[src/rtl/fir_decim_out_if.sv]
// fir_decim_out_if: sample/stream bundle for the FIR decimating output stage.
//   Data_in, sample_en : filter result and its new-sample strobe (into the stage)
//   Data_out, out_valid, out_ready : show-ahead valid/ready output stream
//   overflow           : sticky FIFO-full drop flag
//   sat_count          : count of saturated, FIFO-written samples
// Modports: master = upstream filter plus downstream consumer, slave = the output stage.
interface fir_decim_out_if #(
  parameter int word_size_in  = 17,
  parameter int word_size_out = 8
);
  logic [word_size_in-1:0]  Data_in;
  logic                     sample_en;
  logic [word_size_out-1:0] Data_out;
  logic                     out_valid;
  logic                     out_ready;
  logic                     overflow;
  logic [15:0]              sat_count;

  modport master (
    output Data_in, sample_en, out_ready,
    input  Data_out, out_valid, overflow, sat_count
  );

  modport slave (
    input  Data_in, sample_en, out_ready,
    output Data_out, out_valid, overflow, sat_count
  );
endinterface

[src/rtl/fir_decim_out.sv]
// fir_decim_out: decimating output stage for the 8th-order FIR lowpass.
// Keeps every DECIM-th sample, rescales it by an arithmetic right shift of
// SHIFT bits with round-half-up, saturates to word_size_out bits, and buffers
// the result in a FIFO_DEPTH-entry show-ahead FIFO read over valid/ready.
// Ports:
//   clock : rising-edge clock
//   reset : asynchronous active-low reset
//   bus   : fir_decim_out_if.slave (Data_in, sample_en, Data_out, out_valid,
//           out_ready, overflow, sat_count)
// Optional feature: define FIR_DECIM_SATCNT_EN to build the saturating
// sat_count counter; otherwise sat_count is tied to zero.
module fir_decim_out #(
  parameter int word_size_in  = 17,
  parameter int word_size_out = 8,
  parameter int SHIFT         = 7,
  parameter int DECIM         = 4,
  parameter int FIFO_DEPTH    = 4
) (
  input  logic           clock,
  input  logic           reset,
  fir_decim_out_if.slave bus
);

  localparam int RW = word_size_in + 1;
  localparam int PW = (DECIM > 1) ? $clog2(DECIM) : 1;
  localparam int AW = $clog2(FIFO_DEPTH);

  localparam logic [PW-1:0]        LAST_PHASE = PW'(DECIM - 1);
  localparam logic signed [RW-1:0] HALF       = RW'(2 ** (SHIFT - 1));
  localparam logic signed [RW-1:0] SAT_MAX    = RW'(2 ** (word_size_out - 1) - 1);
  localparam logic signed [RW-1:0] SAT_MIN    = ~SAT_MAX;
  localparam logic [AW:0]          FULL_CNT   = (AW + 1)'(FIFO_DEPTH);

  // Decimation phase
  logic [PW-1:0] phase;
  logic          keep;

  assign keep = bus.sample_en && (phase == LAST_PHASE);

  // Stage 1: round (one extra bit so the rounding constant cannot wrap)
  logic signed [RW-1:0] rnd_sum;
  logic signed [RW-1:0] s1_data;
  logic                 s1_valid;

  assign rnd_sum = $signed({bus.Data_in[word_size_in-1], bus.Data_in}) + HALF;

  // Stage 2: saturate
  logic [word_size_out-1:0] sat_val;
  logic [word_size_out-1:0] s2_data;
  logic                     s2_valid;

  always_comb begin
    sat_val = s1_data[word_size_out-1:0];
    if (s1_data > SAT_MAX) begin
      sat_val = SAT_MAX[word_size_out-1:0];
    end else if (s1_data < SAT_MIN) begin
      sat_val = SAT_MIN[word_size_out-1:0];
    end
  end

  // Output FIFO
  logic [word_size_out-1:0] mem [FIFO_DEPTH];
  logic [AW-1:0]            wr_ptr;
  logic [AW-1:0]            rd_ptr;
  logic [AW:0]              count;
  logic [word_size_out-1:0] last_q;
  logic                     overflow_q;
  logic                     not_empty;
  logic                     full;
  logic                     pop;
  logic                     wr_en;

  assign not_empty = (count != '0);
  assign full      = (count == FULL_CNT);
  assign pop       = not_empty && bus.out_ready;
  // A pop in the same cycle frees the slot, so a full FIFO still accepts.
  assign wr_en     = s2_valid && (!full || pop);

  always_ff @(posedge clock or negedge reset) begin
    if (!reset) begin
      phase      <= '0;
      s1_valid   <= 1'b0;
      s1_data    <= '0;
      s2_valid   <= 1'b0;
      s2_data    <= '0;
      wr_ptr     <= '0;
      rd_ptr     <= '0;
      count      <= '0;
      last_q     <= '0;
      overflow_q <= 1'b0;
    end else begin
      if (bus.sample_en) begin
        phase <= (phase == LAST_PHASE) ? '0 : phase + PW'(1);
      end

      s1_valid <= keep;
      if (keep) begin
        s1_data <= rnd_sum >>> SHIFT;
      end

      s2_valid <= s1_valid;
      if (s1_valid) begin
        s2_data <= sat_val;
      end

      if (wr_en) begin
        wr_ptr <= wr_ptr + AW'(1);
      end
      if (pop) begin
        rd_ptr <= rd_ptr + AW'(1);
        last_q <= mem[rd_ptr];
      end
      if (wr_en && !pop) begin
        count <= count + (AW + 1)'(1);
      end else if (pop && !wr_en) begin
        count <= count - (AW + 1)'(1);
      end

      if (s2_valid && full && !pop) begin
        overflow_q <= 1'b1;
      end
    end
  end

  always_ff @(posedge clock) begin
    if (wr_en) begin
      mem[wr_ptr] <= s2_data;
    end
  end

  // Once empty, the last popped word is held rather than a stale slot.
  assign bus.Data_out  = not_empty ? mem[rd_ptr] : last_q;
  assign bus.out_valid = not_empty;
  assign bus.overflow  = overflow_q;

`ifdef FIR_DECIM_SATCNT_EN
  logic        sat_hit;
  logic        s2_sat;
  logic [15:0] sat_cnt;

  assign sat_hit = (s1_data > SAT_MAX) || (s1_data < SAT_MIN);

  always_ff @(posedge clock or negedge reset) begin
    if (!reset) begin
      s2_sat  <= 1'b0;
      sat_cnt <= '0;
    end else begin
      if (s1_valid) begin
        s2_sat <= sat_hit;
      end
      if (wr_en && s2_sat && (sat_cnt != '1)) begin
        sat_cnt <= sat_cnt + 16'd1;
      end
    end
  end

  assign bus.sat_count = sat_cnt;
`else
  assign bus.sat_count = '0;
`endif

endmodule

[src/flat_wrapper.sv]
// flat-port wrapper written by rule: the top's interface ports become plain ports
module fir_decim_out_flat 
#(
  parameter int word_size_in  = 17,
  parameter int word_size_out = 8,
  parameter int SHIFT         = 7,
  parameter int DECIM         = 4,
  parameter int FIFO_DEPTH    = 4
)
  (clock, reset, bus_Data_in, bus_sample_en, bus_out_ready, bus_Data_out, bus_out_valid, bus_overflow, bus_sat_count);
  fir_decim_out_if #(.word_size_in(word_size_in), .word_size_out(word_size_out)) bus_i ();
  input  logic clock;
  input  logic reset;
  input wire logic [$bits(bus_i.Data_in)-1:0] bus_Data_in;
  input wire logic [$bits(bus_i.sample_en)-1:0] bus_sample_en;
  input wire logic [$bits(bus_i.out_ready)-1:0] bus_out_ready;
  output wire logic [$bits(bus_i.Data_out)-1:0] bus_Data_out;
  output wire logic [$bits(bus_i.out_valid)-1:0] bus_out_valid;
  output wire logic [$bits(bus_i.overflow)-1:0] bus_overflow;
  output wire logic [$bits(bus_i.sat_count)-1:0] bus_sat_count;
  assign bus_i.Data_in = bus_Data_in;
  assign bus_i.sample_en = bus_sample_en;
  assign bus_i.out_ready = bus_out_ready;
  assign bus_Data_out = bus_i.Data_out;
  assign bus_out_valid = bus_i.out_valid;
  assign bus_overflow = bus_i.overflow;
  assign bus_sat_count = bus_i.sat_count;
  fir_decim_out #(.word_size_in(word_size_in), .word_size_out(word_size_out), .SHIFT(SHIFT), .DECIM(DECIM), .FIFO_DEPTH(FIFO_DEPTH)) u_core (.clock(clock), .reset(reset), .bus(bus_i));
endmodule
[config.mk]
export PLATFORM = sky130hd
export DESIGN_NAME = fir_decim_out_flat
export DESIGN_NICKNAME = d
export VERILOG_FILES = /design/src/rtl/fir_decim_out_if.sv /design/src/rtl/fir_decim_out.sv /design/src/flat_wrapper.sv
export SDC_FILE = /design/constraint.sdc
export NUM_CORES = 1
export LEC_CHECK = 0
export CAP_MARGIN = 20
export CELL_PAD_IN_SITES_DETAIL_PLACEMENT = 0
export CELL_PAD_IN_SITES_GLOBAL_PLACEMENT = 1
export CORE_MARGIN = 3
export CORE_UTILIZATION = 47
export DETAILED_ROUTE_END_ITERATION = 10
export PLACE_DENSITY_LB_ADDON = 0.1
export SETUP_SLACK_MARGIN = 0.1
export SYNTH_ARGS = -nofsm -noshare
export SYNTH_HDL_FRONTEND = slang
export SYNTH_SLANG_ARGS = --single-unit
[constraint.sdc]
create_clock -name clock -period 5.7 [get_ports clock]
set_input_delay 0.855 -clock clock [delete_from_list [all_inputs] [get_ports clock]]
set_output_delay 0.855 -clock clock [all_outputs]
set_load 0.005 [all_outputs]
=== Yosys cells after proc, flatten, opt, wreduce, memory -nomap -nowiden ===
Memory sizes are Yosys's and may differ from the RTL's.
Cells that the tools add are included.
Widths: inputs -> output; s select.

* Add/sub/neg operators: 6
* Mux-type cells: 8
* Order comparisons: 2
* Eq/ne operators: 2
* Bitwise logic cells: 0
* Multipliers: 0
* Div/mod/pow operators: 0
* Reduce and logical (&&, ||, !) cells: 13
* Shift-type cells: 0

{| class="wikitable"
|+ Operators with widths
! cell !! count
|-
| $mux 8 || 3
|-
| $add 17x8->18 const B || 1
|-
| $gt 11x8->1 const B || 1
|-
| $lt 11x8->1 const B || 1
|-
| $logic_and 1x1->1 || 7
|-
| $add 2x1->2 const B || 3
|-
| $mux 3 || 2
|-
| $add 3x1->3 const B || 1
|-
| $eq 3x3->1 const B || 1
|-
| $logic_not 1->1 || 3
|-
| $reduce_bool 3->1 || 1
|-
| $sub 3x1->3 const B || 1
|-
| $eq 2x2->1 const B || 1
|-
| $mux 1 || 2
|-
| $mux 2 || 1
|-
| $reduce_bool 2->1 || 1
|-
| $logic_or 1x1->1 || 1
|}

* Memories: 1
* Output and inout bits: 26
* Word-level logic and storage cells: 42
* Input port bits: 21
* Register bits after elaboration: 39
* Bits in latches: 0
* RAM bits: 32
* Memory bits (read-only): 0

{| class="wikitable"
|+ Memory list
! memory !! depth !! width !! read ports !! clocked after memory_dff !! write ports !! RTL line !! source
|-
| u_core.mem || 4 || 8 || 1 || 0 || 1 || fir_decim_out.sv:62 || <nowiki>logic [word_size_out-1:0] mem [FIFO_DEPTH];</nowiki>
|}

=== Longest topological paths before layout ===
Gate-level depths: netlist of the first run.

* Depth in word-level cells: 8
* Gate-level depth with buffers: 9
* Gate-level depth less buffers: 8

=== Worst setup path before layout of the first run ===
Ideal clock, no wire load.

* Kind: input -> register
* From: in bus_out_ready
* To: reg u_core.count[1]
* Setup time: 0.125 ns
* Stages: 7
* Path buffers: 1
* Arrival time: 2.244 ns
* Slack: 3.332 ns
* Data required time: 5.575 ns
* Cell sequence: nor4b_2 -> nor2b_1 -> clkbuf_1 -> ha_1 -> inv_1 -> fa_1 -> mux2_2

* Word-level cells in the longest chain between the ends: 6
* Elaborated cells on any way between the ends: 9
* Those cells by class: mux: 1; reduce/logical: 8

{| class="wikitable"
|+ Ends and longest elaborated chain
! element !! RTL line !! source
|-
| start, declared || flat_wrapper.sv:16 || <nowiki>input wire logic [$bits(bus_i.out_ready)-1:0] bus_out_ready;</nowiki>
|-
| $logic_and 1x1->1 (*) || fir_decim_out.sv:75 || <nowiki>assign pop = not_empty && bus.out_ready;</nowiki>
|-
| $logic_or 1x1->1 (*) || fir_decim_out.sv:77 || <nowiki>assign wr_en = s2_valid && (!full || pop);</nowiki>
|-
| $logic_and 1x1->1 (*) || fir_decim_out.sv:77 ||
|-
| net u_core.wr_en || fir_decim_out.sv:71 || <nowiki>logic wr_en;</nowiki>
|-
| $logic_not 1->1 || fir_decim_out.sv:115 || <nowiki>end else if (pop && !wr_en) begin</nowiki>
|-
| $logic_and 1x1->1 || fir_decim_out.sv:115 ||
|-
| $reduce_bool 2->1 (no source line) || -- ||
|-
| end signal, assigned || fir_decim_out.sv:114 || <nowiki>count <= count + (AW + 1)'(1);</nowiki>
|-
| end signal, assigned || fir_decim_out.sv:116 || <nowiki>count <= count - (AW + 1)'(1);</nowiki>
|-
| end, declared || fir_decim_out.sv:65 || <nowiki>logic [AW:0] count;</nowiki>
|}

The timed path passes the listed nets; every way through them passes the cells marked *.
A chain may end at the register's enable or synchronous reset.

=== Worst setup path in the final report of the first run ===
* From: reg u_core.rd_ptr[0]
* To: out bus_Data_out[1]

* Word-level cells in the longest chain between the ends: 2

{| class="wikitable"
|+ Ends and longest elaborated chain
! element !! RTL line !! source
|-
| start, declared || fir_decim_out.sv:64 || <nowiki>logic [AW-1:0] rd_ptr;</nowiki>
|-
| start signal, assigned || fir_decim_out.sv:110 || <nowiki>rd_ptr <= rd_ptr + AW'(1);</nowiki>
|-
| $mem_v2 4x8 || -- ||
|-
| $mux 8 || fir_decim_out.sv:132 || <nowiki>assign bus.Data_out = not_empty ? mem[rd_ptr] : last_q;</nowiki>
|-
| end, declared || flat_wrapper.sv:17 || <nowiki>output wire logic [$bits(bus_i.Data_out)-1:0] bus_Data_out;</nowiki>
|}

No other way between the ends.

==> impl_results.md, run 1 <==
- Status: finished clean
- Initial antenna violation count: 0
- Starting density of the core: 49.1%
- Vias in the first global route: 1693
- Avg Cell Area, Syn: 13.7 sq um
- Share of layout cells above drive strength 1: 17.6%
- Synthesized area: 3170 sq um
- Cell area after layout: 3640 sq um
- Largest net degree at the start of global routing: 40
- Hold_buf cts: 0
- Max Slew Vio Count: 0
- Ranking of synthesized cells by area: dfrtp_1, edfxtp_1, mux2_2
- Achievable Freq: 310 MHz
- Top cell type's share of synthesized area: 30.7%
- Die Height: 88.2 microns
- CP required: 4850 ps
- Routed Wire Length: 4.63 mm
- # Max-Cap Violations: 0
- Total track usage: 13.7%
- Power density over cell area: 512 nW/um^2
- FF+latch count, synth: 71
- H-tree Lvls: 3
- Final net count: 286
- Later-pin clock latency in the skew report: 330 ps
- CTS resizes: 0
- Min Tclk post-route: 3230 ps
- FP Rows: 29
- IO Pins: 47
- HPWL Detailed: 3.21 mm
- Post-CTS Setup Bufs: 0
- First-pass GRT wire length: 7.98 mm
- VDD IR-drop max: 0.168 mV
- Asr flop ratio synth: 54.9%
- DRC Markers: 0
- Post-route clock period utilization: 56.7%
- Die X: 88.2 microns
- Synth unique cells: 35
- Worst Path Max Fanout: 10
- Port buffer count: 24
- Core Util, Final: 56.4%
- Most common cell in the netlist: dfrtp_1
- DR WL/cell: 13.6 microns
- Hold path depth: 1
- Worst Skew: 10.3 ps
- Clock tree buffer depth: 2
- # diodes: 0
- Sequential area share after synthesis: 61.0%
- Hold Fails Final Rpt: 0
- Fin Setup TNS: 0 ps
- Post-route ant nets: 0
- Worst-margin pin slew: 852 ps
- DIE AREA: 7780 sq um
- HP Class: flop to flop
- Vias post-DR: 1721
- Area leader, netlist: dfrtp_1
- Post-Synthesis Cells: 231
- Ys flop type: dfrtp_1
- Pre-CTS setup slack: 2610 ps
- Placed cell area: 3400 sq um
- RSZ-0062 raised after global routing: false
- CTS tree: done
- DR iter-0 viols: 66
- Final hold slack: 456 ps
- Clk slew on worst S/H paths: 70 ps
- WP data arrival: 2370 ps
- Setup CP Type: flop to primary output
- Sink Count: 71
- Num CTS Buffers: 9
- Synthesis-to-finish area growth: 14.7%
- Final setup fails: 0
- EDFF count, synth: 32
- Final global-route overflow total: 0
- GPL Wtd Cong: 0.683
- Yosys warnings: 0
- Rel. slew slack: 43.2%
- Leak: 1.43 nW
- R2R cell count: 8
- Final setup margin: 2470 ps
- Most frequent cells after synthesis: dfrtp_1, edfxtp_1, mux2_2
- CP endpoint kind: primary output
- Avg Vias per Cell: 5.08
- Startpoint types: flop
- Core box area: 6460 sq um
- DRT Pass-1 Iters: 4
- Root Buffer: clkbuf_8
## worst max-delay path, cell delays in order, from the launching register on
cell and delay (ps):
dfrtp_1 720, mux4_2 610, mux2_2 280, clkdlybuf4s50_1 440
## metal layers
| layer | part of all wire [%] | GRT usage, % |
|---|---|---|
| met5 | 0 | 0 |
| met4 | 2.3 | 7.83 |
| met3 | 3.5 | 2.92 |
| met2 | 49 | 22.4 |
| met1 | 45 | 17.0 |
## where the power goes
| group | switching [W] | leakage, nW | internal, W | total [W] |
|---|---|---|---|---|
| registers | 0.000132 | 0.760 | 0.000724 | 0.000857 |
| logic | 0.000209 | 0.557 | 0.000332 | 0.000541 |
| clock network | 0.000179 | 0.117 | 0.000288 | 0.000467 |
| total | 0.000520 | 1.43 | 0.00134 | 0.00186 |
## final timing paths
path | startpoint | to | slack [ps]
worst max-delay path | u_core.rd_ptr[0] | bus_Data_out[1] | 2470
worst min-delay path | u_core.bus.overflow | u_core.bus.overflow | 460
worst max register to register | u_core.count[0] | u_core.count[2] | 3220
worst min register to register | u_core.bus.overflow | u_core.bus.overflow | 460
max in group asynchronous | reset | u_core.s2_data[1] | 4530
min in group asynchronous | reset | u_core.last_q[1] | 630
## through the flow
stage	instances	total power, W
floorplan	246	0.00123
global placement	323	0.00141
detailed placement	323	0.00142
CTS	339	0.00189
global route	339	0.00200
finish	339	0.00186
## cell families (layout without fill, tap and decap cells)
logic type	after synthesis	in the layout	share of synthesized area, %
DFF	71	71	61.0
and+or+nand+nor	43	43	7.37
buffers and inverters	37	53	6.50
AOI/OAI and AO/OA	33	33	5.99
muxes	29	29	13.1
xor gates and xnor gates	9	9	2.48
adders and majority gates	8	8	3.39
other	1	16	0.118
## sequential cells by signal, indices dropped and copies added, names as in the netlist
register,flops
u_core.mem,32
u_core.s1_data,11
u_core.last_q,8
u_core.s2_data,8
u_core.count,3
u_core.phase,2
u_core.rd_ptr,2
u_core.wr_ptr,2
u_core.bus.overflow,1
u_core.s1_valid,1
u_core.s2_valid,1
## cells in the final DEF (no fill, tap or decap), drive strengths merged, types with 2 or more instances in the layout
cell type,n
dfrtp,39
edfxtp,32
clkdlybuf4s50,23
mux2,21
conb,16
inv,12
o21ai,10
clkbuf,9
nand2,9
mux4,8
nand3,8
nor2,7
a21oi,7
o22ai,7
ha,7
or3,6
a31oi,5
xnor2,5
and2,4
xor2,4
clkinv,4
bufinv,3
nand4,2
and3,2
o31ai,2
or4,2
## layout make-up
cell class	instances	area, sq um
inverters	13	48.8
clock buffers	9	124
repair buffers	24	235
multi-input cells	138	1090
fillers	567	2820
well taps	77	96.3
flip-flops and latches	71	1940
clock inverters	7	111
(Power assumes the default switching activity.)
==> inputs of run 2 (changes only) <==
--- a/config.mk
+++ b/config.mk
@@ -9,7 +9,7 @@
 export CELL_PAD_IN_SITES_DETAIL_PLACEMENT = 0
 export CELL_PAD_IN_SITES_GLOBAL_PLACEMENT = 1
 export CORE_MARGIN = 3
-export CORE_UTILIZATION = 47
+export CORE_UTILIZATION = 44
 export DETAILED_ROUTE_END_ITERATION = 10
 export PLACE_DENSITY_LB_ADDON = 0.1
 export SETUP_SLACK_MARGIN = 0.1
==> constraint.sdc (replaced) <==
create_clock -name clock -period 3.1 [get_ports clock]
set_input_delay 0.465 -clock clock [delete_from_list [all_inputs] [get_ports clock]]
set_output_delay 0.465 -clock clock [all_outputs]
set_load 0.005 [all_outputs]
==> run 2 against run 1 <==
Compared with the run above:
- first-iteration DRC count is 11% lower
- count of clock-buffer cells in the layout stayed put
- cell area hardly changed
- hold slack got worse by 230 ps
- combinational power grew 85%
- die area up 6.3%
- critical path depth is the same
- worst setup slack worse by 2000 ps
- sequential share of layout area hardly changed
- clock power grew 67%
==> impl_results.md, run 2 (same netlist as run 1, synthesis figures left out) <==
- Status: finished clean
- Number of fill cells: 630 (+11%)
- Flop-to-flop setup slack: 610 ps (-2610 ps)
- DRT Pass-1 Iters: 4 (unchanged)
- Clk slew on worst S/H paths: 80 ps (about the same)
- Hold_buf cts: 0 (unchanged)
- Buffer and inverter count on the worst path: 1 (unchanged)
- Total track usage: 12.8% (-0.94 points)
- Leak: 1.43 nW (-0.51%)
- Root Buffer: clkbuf_8
- Max reg flops: 32 (unchanged)
- IO Pins: 47 (unchanged)
- RSZ-0062 raised after global routing: false
- Vias post-DR: 1727 (+0.35%)
- DIE AREA: 8270 sq um (+6.3%)
- Final net count: 286 (unchanged)
- Critical path cell sequence: mux4_2 > mux2_2 > clkdlybuf4s50_1
- Multi-input logic area: 1090 sq um (unchanged)
- R2R cell count: 8 (unchanged)
- Worst r2r dst: u_core.count[2]
- Final global-route overflow total: 0 (unchanged)
- Rel. slew slack: 42.4% (-0.83 points)
- Share of layout cells above drive strength 1: 17.9% (+0.38 points)
- Min Tclk post-route: 2670 ps
- Hold Fails Final Rpt: 0 (unchanged)
- Cell area after layout: 3640 sq um (about the same)
- Post-route clock period utilization: 86.1%
- Placed cell area: 3430 sq um (+0.70%)
- Worst Skew: 10.3 ps (+0.00940 ps)
- Starting density of the core: 46.0% (-3.2 points)
- CP max stage delay: 570 ps (-150 ps)
- Most frequent cells in the layout: dfrtp_1, edfxtp_1, clkdlybuf4s50_1, mux2_2, conb_1
- Worst Path Max Fanout: 10 (unchanged)
- Startpoint types: flop
- Routed Wire Length: 4.84 mm (+4.7%)
- CTS tree: done
- Num CTS Buffers: 9 (unchanged)
- Port buffer count: 24 (unchanged)
- Die Height: 90.9 microns (+3.1%)
- Core box area: 6910 sq um (+6.9%)
- Biggest register: u_core.mem
- DR WL/cell: 13.5 microns (-0.89%)
- Vias in the first global route: 1652 (-2.4%)
- DRC Markers: 0 (unchanged)
- # Max-Cap Violations: 0 (unchanged)
- CTS resizes: 0 (unchanged)
- Largest net degree at the start of global routing: 40 (unchanged)
- H-tree Lvls: 3 (unchanged)
- Sink Count: 71 (unchanged)
- WP data arrival: 2200 ps (-170 ps)
- FF-to-FF Start: u_core.count[0]
- Final setup fails: 0 (unchanged)
- Power density over cell area: 923 nW/um^2 (+80%)
- Die X: 90.9 microns (+3.1%)
- HPWL Detailed: 3.45 mm (+7.5%)
- Max Slew Vio Count: 0 (unchanged)
- Worst path top cell family by delay: multiplexers
- Avg Vias per Cell: 4.82 (-5.0%)
- Number of cells on the critical path: 3 (unchanged)
- Worst-margin pin slew: 864 ps (+12.5 ps)
- CP endpoint kind: primary output
- Setup CP Type: flop to primary output
- HP Class: primary input to async pin
- Synthesis-to-finish area growth: 14.7% (about the same)
- DR iter-0 viols: 59 (-11%)
- VDD IR-drop max: 0.256 mV (+52%)
- Achievable Freq: 375 MHz
- FP Rows: 30 (+3.4%)
- # diodes: 0 (unchanged)
- Slowest CP cell: mux4_2
- Post-CTS Setup Bufs: 0 (unchanged)
- Later-pin clock latency in the skew report: 340 ps (about the same)
- GPL Wtd Cong: 0.663 (-3.0%)
- Reg area: 1940 sq um (about the same)
- CP required: 2630 ps (-2220 ps)
- Post-route ant nets: 0 (unchanged)
- Worst setup startpoint: u_core.rd_ptr[0]
- Initial antenna violation count: 0 (unchanged)
- Commonest non-fill, non-tap cell in the layout: dfrtp_1
- Largest regs: u_core.mem: 32 flops, u_core.s1_data: 11 flops
- First-pass GRT wire length: 8.11 mm (+1.6%)
- Fin Setup TNS: 0 ps (unchanged)
- Clock tree buffer depth: 2 (unchanged)
## run 2: cell count changes in the layout (fill, tap and decap cells not counted)
| cell | delta |
|---|---|
| clkinvlp_4 | -1 |
| dfrtp_2 | +1 |
| clkinv_4 | +1 |
| clkinv_2 | +1 |
| bufinv_16 | -1 |
| dfrtp_1 | -1 |
## run 2: final cells by class
cell class | instances | share of cell area, %
multi-input combinational | 138 | 29.9
timing repair buffer | 24 | 6.46
tap | 96 | 3.30
inverter | 13 | 1.34
clock buffer | 9 | 3.40
clock inverter | 7 | 2.41
sequential | 71 | 53.2
## run 2: worst max path at each step
stage / endpoint / slack, ps
after floorplan: u_core.count[2] / 1050
after global placement: u_core.count[2] / 430
after detailed placement: u_core.count[2] / 430
after CTS: bus_Data_out[0] / 190
after global routing: bus_Data_out[4] / 310
final: bus_Data_out[4] / 430
## run 2: worst reg2reg max path: stages (launching register included)
cell and delay, ps:
dfrtp_1 440, or3_1 580, nand2_2 330, ha_1 240
inv_1 60, fa_1 370, xor2_1 150, nor2_1 120
xor2_1 150
## run 2: where the power goes
group	total [W]	switching, W	internal (W)
Clock	0.000782	0.000334	0.000447
Combinational	0.00100	0.000390	0.000610
Sequential	0.00158	0.000247	0.00133
## run 2: stage by stage
step | power [W] | setup slack, ps | cells | hold WS (ps) | utilization, %
after floorplan | 0.00226 | 1050 | 246 | 169 | -
after global placement | 0.00259 | 425 | 342 | 440 | 49.6
after detailed placement | 0.00262 | 428 | 342 | 452 | 49.6
after CTS | 0.00340 | 195 | 358 | 261 | 52.7
after global routing | 0.00361 | 313 | 358 | 300 | 52.7
final | 0.00336 | 432 | 358 | 229 | 52.7
## run 2: metal layers
layer  track usage [%]  vias to the layer above  wire length [microns]
li1                  -                      864                      -
met1              15.5                      805                   2130
met2              20.7                       47                   2370
met3              2.90                       11                    217
met4              7.91                        0                    128
met5                 0                        -                      0
==> inputs of run 3 (changes only) <==
--- a/config.mk
+++ b/config.mk
@@ -11,6 +11,7 @@
 export CORE_MARGIN = 3
 export CORE_UTILIZATION = 44
 export DETAILED_ROUTE_END_ITERATION = 10
+export MAX_ROUTING_LAYER = met4
 export PLACE_DENSITY_LB_ADDON = 0.1
 export SETUP_SLACK_MARGIN = 0.1
 export SYNTH_ARGS = -nofsm -noshare
==> run 3 against run 2 <==
Compared with the run above:
- sequential power hardly changed
- sequential cell count stayed put
- sequential share of layout area stayed put
- power hardly changed
- clock power hardly changed
- routed wire length is 0.21% lower
- hold slack worse by 2.4 ps
- critical path depth stayed put
- register-to-register slack hardly changed
- die area stayed put
==> impl_results.md, run 3 (same netlist as run 1, synthesis figures left out) <==
- Status: finished clean
- Clock tree buffer depth: 2 (unchanged)
- Pre-CTS setup slack: 428 ps (unchanged)
- Clock power frac: 23.3% (about the same)
- Vias post-DR: 1718 (-0.52%)
- H-tree Lvls: 3 (unchanged)
- IO Pins: 47 (unchanged)
- Hold Fails Final Rpt: 0 (unchanged)
- Worst Skew: 10.7 ps (+0.420 ps)
- Worst-margin pin slew: 862 ps (-2.14 ps)
- Core Util, Final: 52.7% (unchanged)
- Later-pin clock latency in the skew report: 340 ps (about the same)
- Rel. slew slack: 42.5% (+0.14 points)
- Comb power frac: 29.7% (about the same)
- Worst Path Max Fanout: 10 (unchanged)
- Die X: 90.9 microns (unchanged)
- Share of layout cells above drive strength 1: 17.9% (unchanged)
- Worst r2r dst: u_core.count[2]
- Final global-route overflow total: 0 (unchanged)
- Largest net degree at the start of global routing: 40 (unchanged)
- HPWL Detailed: 3.45 mm (unchanged)
- FP Rows: 30 (unchanged)
- Achievable Freq: 375 MHz (about the same)
- Startpoint types: flop
- Routed Wire Length: 4.83 mm (-0.21%)
- Sw Share: 28.9% (about the same)
- Most frequent cells in the layout: dfrtp_1, edfxtp_1, clkdlybuf4s50_1, mux2_2, conb_1
- Flop-to-flop setup slack: 610 ps (about the same)
- DRT Pass-1 Iters: 4 (unchanged)
- Leak: 1.43 nW (unchanged)
- GPL Wtd Cong: 0.669 (+0.95%)
- CP endpoint kind: primary output
- Max Slew Vio Count: 0 (unchanged)
- Final setup margin: 431 ps (-1.69 ps)
- Buffer and inverter count on the worst path: 1 (unchanged)
- Core box area: 6910 sq um (unchanged)
- Power density over cell area: 923 nW/um^2 (about the same)
- DR iter-0 viols: 62 (+5.1%)
- Avg Vias per Cell: 4.80 (-0.52%)
- Worst path top cell family by delay: multiplexers
- Critical path cell sequence: mux4_2 > mux2_2 > clkdlybuf4s50_1
- DR WL/cell: 13.5 microns (-0.21%)
- Port buffer count: 24 (unchanged)
- HP Class: primary input to async pin
- Multi-input logic area: 1090 sq um (unchanged)
- First-pass GRT wire length: 8.11 mm (unchanged)
- VDD IR-drop max: 0.257 mV (+0.47%)
- Final setup fails: 0 (unchanged)
- Worst setup startpoint: u_core.rd_ptr[0]
- # Max-Cap Violations: 0 (unchanged)
- Commonest non-fill, non-tap cell in the layout: dfrtp_1
- Internal: 0.00239 W (about the same)
- Num CTS Buffers: 9 (unchanged)
- RSZ-0062 raised after global routing: false
- Slowest CP cell: mux4_2
- Reg area: 1940 sq um (unchanged)
- Sink Count: 71 (unchanged)
- Initial antenna violation count: 0 (unchanged)
- Vias in the first global route: 1656 (+0.24%)
- Seq pwr share: 47.0% (about the same)
- WP data arrival: 2200 ps (about the same)
- R2R cell count: 8 (unchanged)
- Switch Pwr: 0.000970 W (about the same)
- CP max stage delay: 570 ps (about the same)
- # diodes: 0 (unchanged)
- Die Height: 90.9 microns (unchanged)
- Min Tclk post-route: 2670 ps (+1.69 ps)
- FF-to-FF Start: u_core.count[0]
- Fin Setup TNS: 0 ps (unchanged)
- Starting density of the core: 46.0% (unchanged)
- Total track usage: 13.1% (+0.31 points)
- Number of fill cells: 630 (unchanged)
- CTS tree: done
- Post-route ant nets: 0 (unchanged)
- DIE AREA: 8270 sq um (unchanged)
- CP required: 2630 ps (about the same)
- Cells after DPL: 342 (unchanged)
- Clk slew on worst S/H paths: 80 ps (about the same)
- DRC Markers: 0 (unchanged)
- Final net count: 286 (unchanged)
- Biggest register: u_core.mem
- Fin cells: 358 (unchanged)
- Setup CP Type: flop to primary output
- Root Buffer: clkbuf_8
- Max reg flops: 32 (unchanged)
- Synthesis-to-finish area growth: 14.7% (unchanged)
- Hold_buf cts: 0 (unchanged)
- Largest regs: u_core.mem: 32 flops, u_core.s1_data: 11 flops
- Post-route clock period utilization: 86.1% (about the same)
==> run 3: per-stage QoR <==
step	power, W	hold slack [ps]	cell area [sq um]
floorplan	0.00226	169	3230
finish	0.00336	227	3640
global route	0.00361	302	3640
global placement	0.00259	440	3430
detailed placement	0.00262	452	3430
CTS	0.00340	261	3640
==> run 3: timing repair <==
item | in CTS | in global routing
setup buffers | 0 | 0
endpoints found under the setup margin | 0 | 1
resized for setup | 0 | 1
endpoints found under the hold margin | 0 | 0
==> run 3: worst max-delay path by stage <==
stage / endpoint / cells after the start
2_1_floorplan: u_core.count[2] / 8
3_3_place_gp: u_core.count[2] / 9
3_5_place_dp: u_core.count[2] / 9
4_1_cts: bus_Data_out[0] / 3
5_1_grt: bus_Data_out[4] / 3
6_report: bus_Data_out[4] / 3
==> run 3: area by class of cell <==
class	count	area share [%]
Clock buffer	9	3.40
Clock inverter	7	2.41
Inverter	13	1.34
Multi-Input combinational cell	138	29.9
Sequential cell	71	53.2
Tap cell	96	3.30
Timing Repair Buffer	24	6.46
==> run 3: power groups by stage <==
stage          combinational [W]  sequential (W)  clock [W]
3_5_place_dp             0.00101         0.00160          0
4_1_cts                  0.00102         0.00158   0.000801
6_report                 0.00100         0.00158   0.000782
5_1_grt                  0.00112         0.00164   0.000848
3_3_place_gp             0.00100         0.00159          0
2_1_floorplan           0.000784         0.00148          0
==> run 3: per-layer routing <==
| metal | part of all wire, % | track usage (%) | vias up |
|---|---|---|---|
| met4 | 2.9 | 7.91 | 0 |
| met3 | 4.1 | 2.65 | 10 |
| met2 | 49 | 20.7 | 40 |
| met1 | 44 | 15.5 | 804 |
| met5 | 0 | - | - |
| li1 | - | - | 864 |
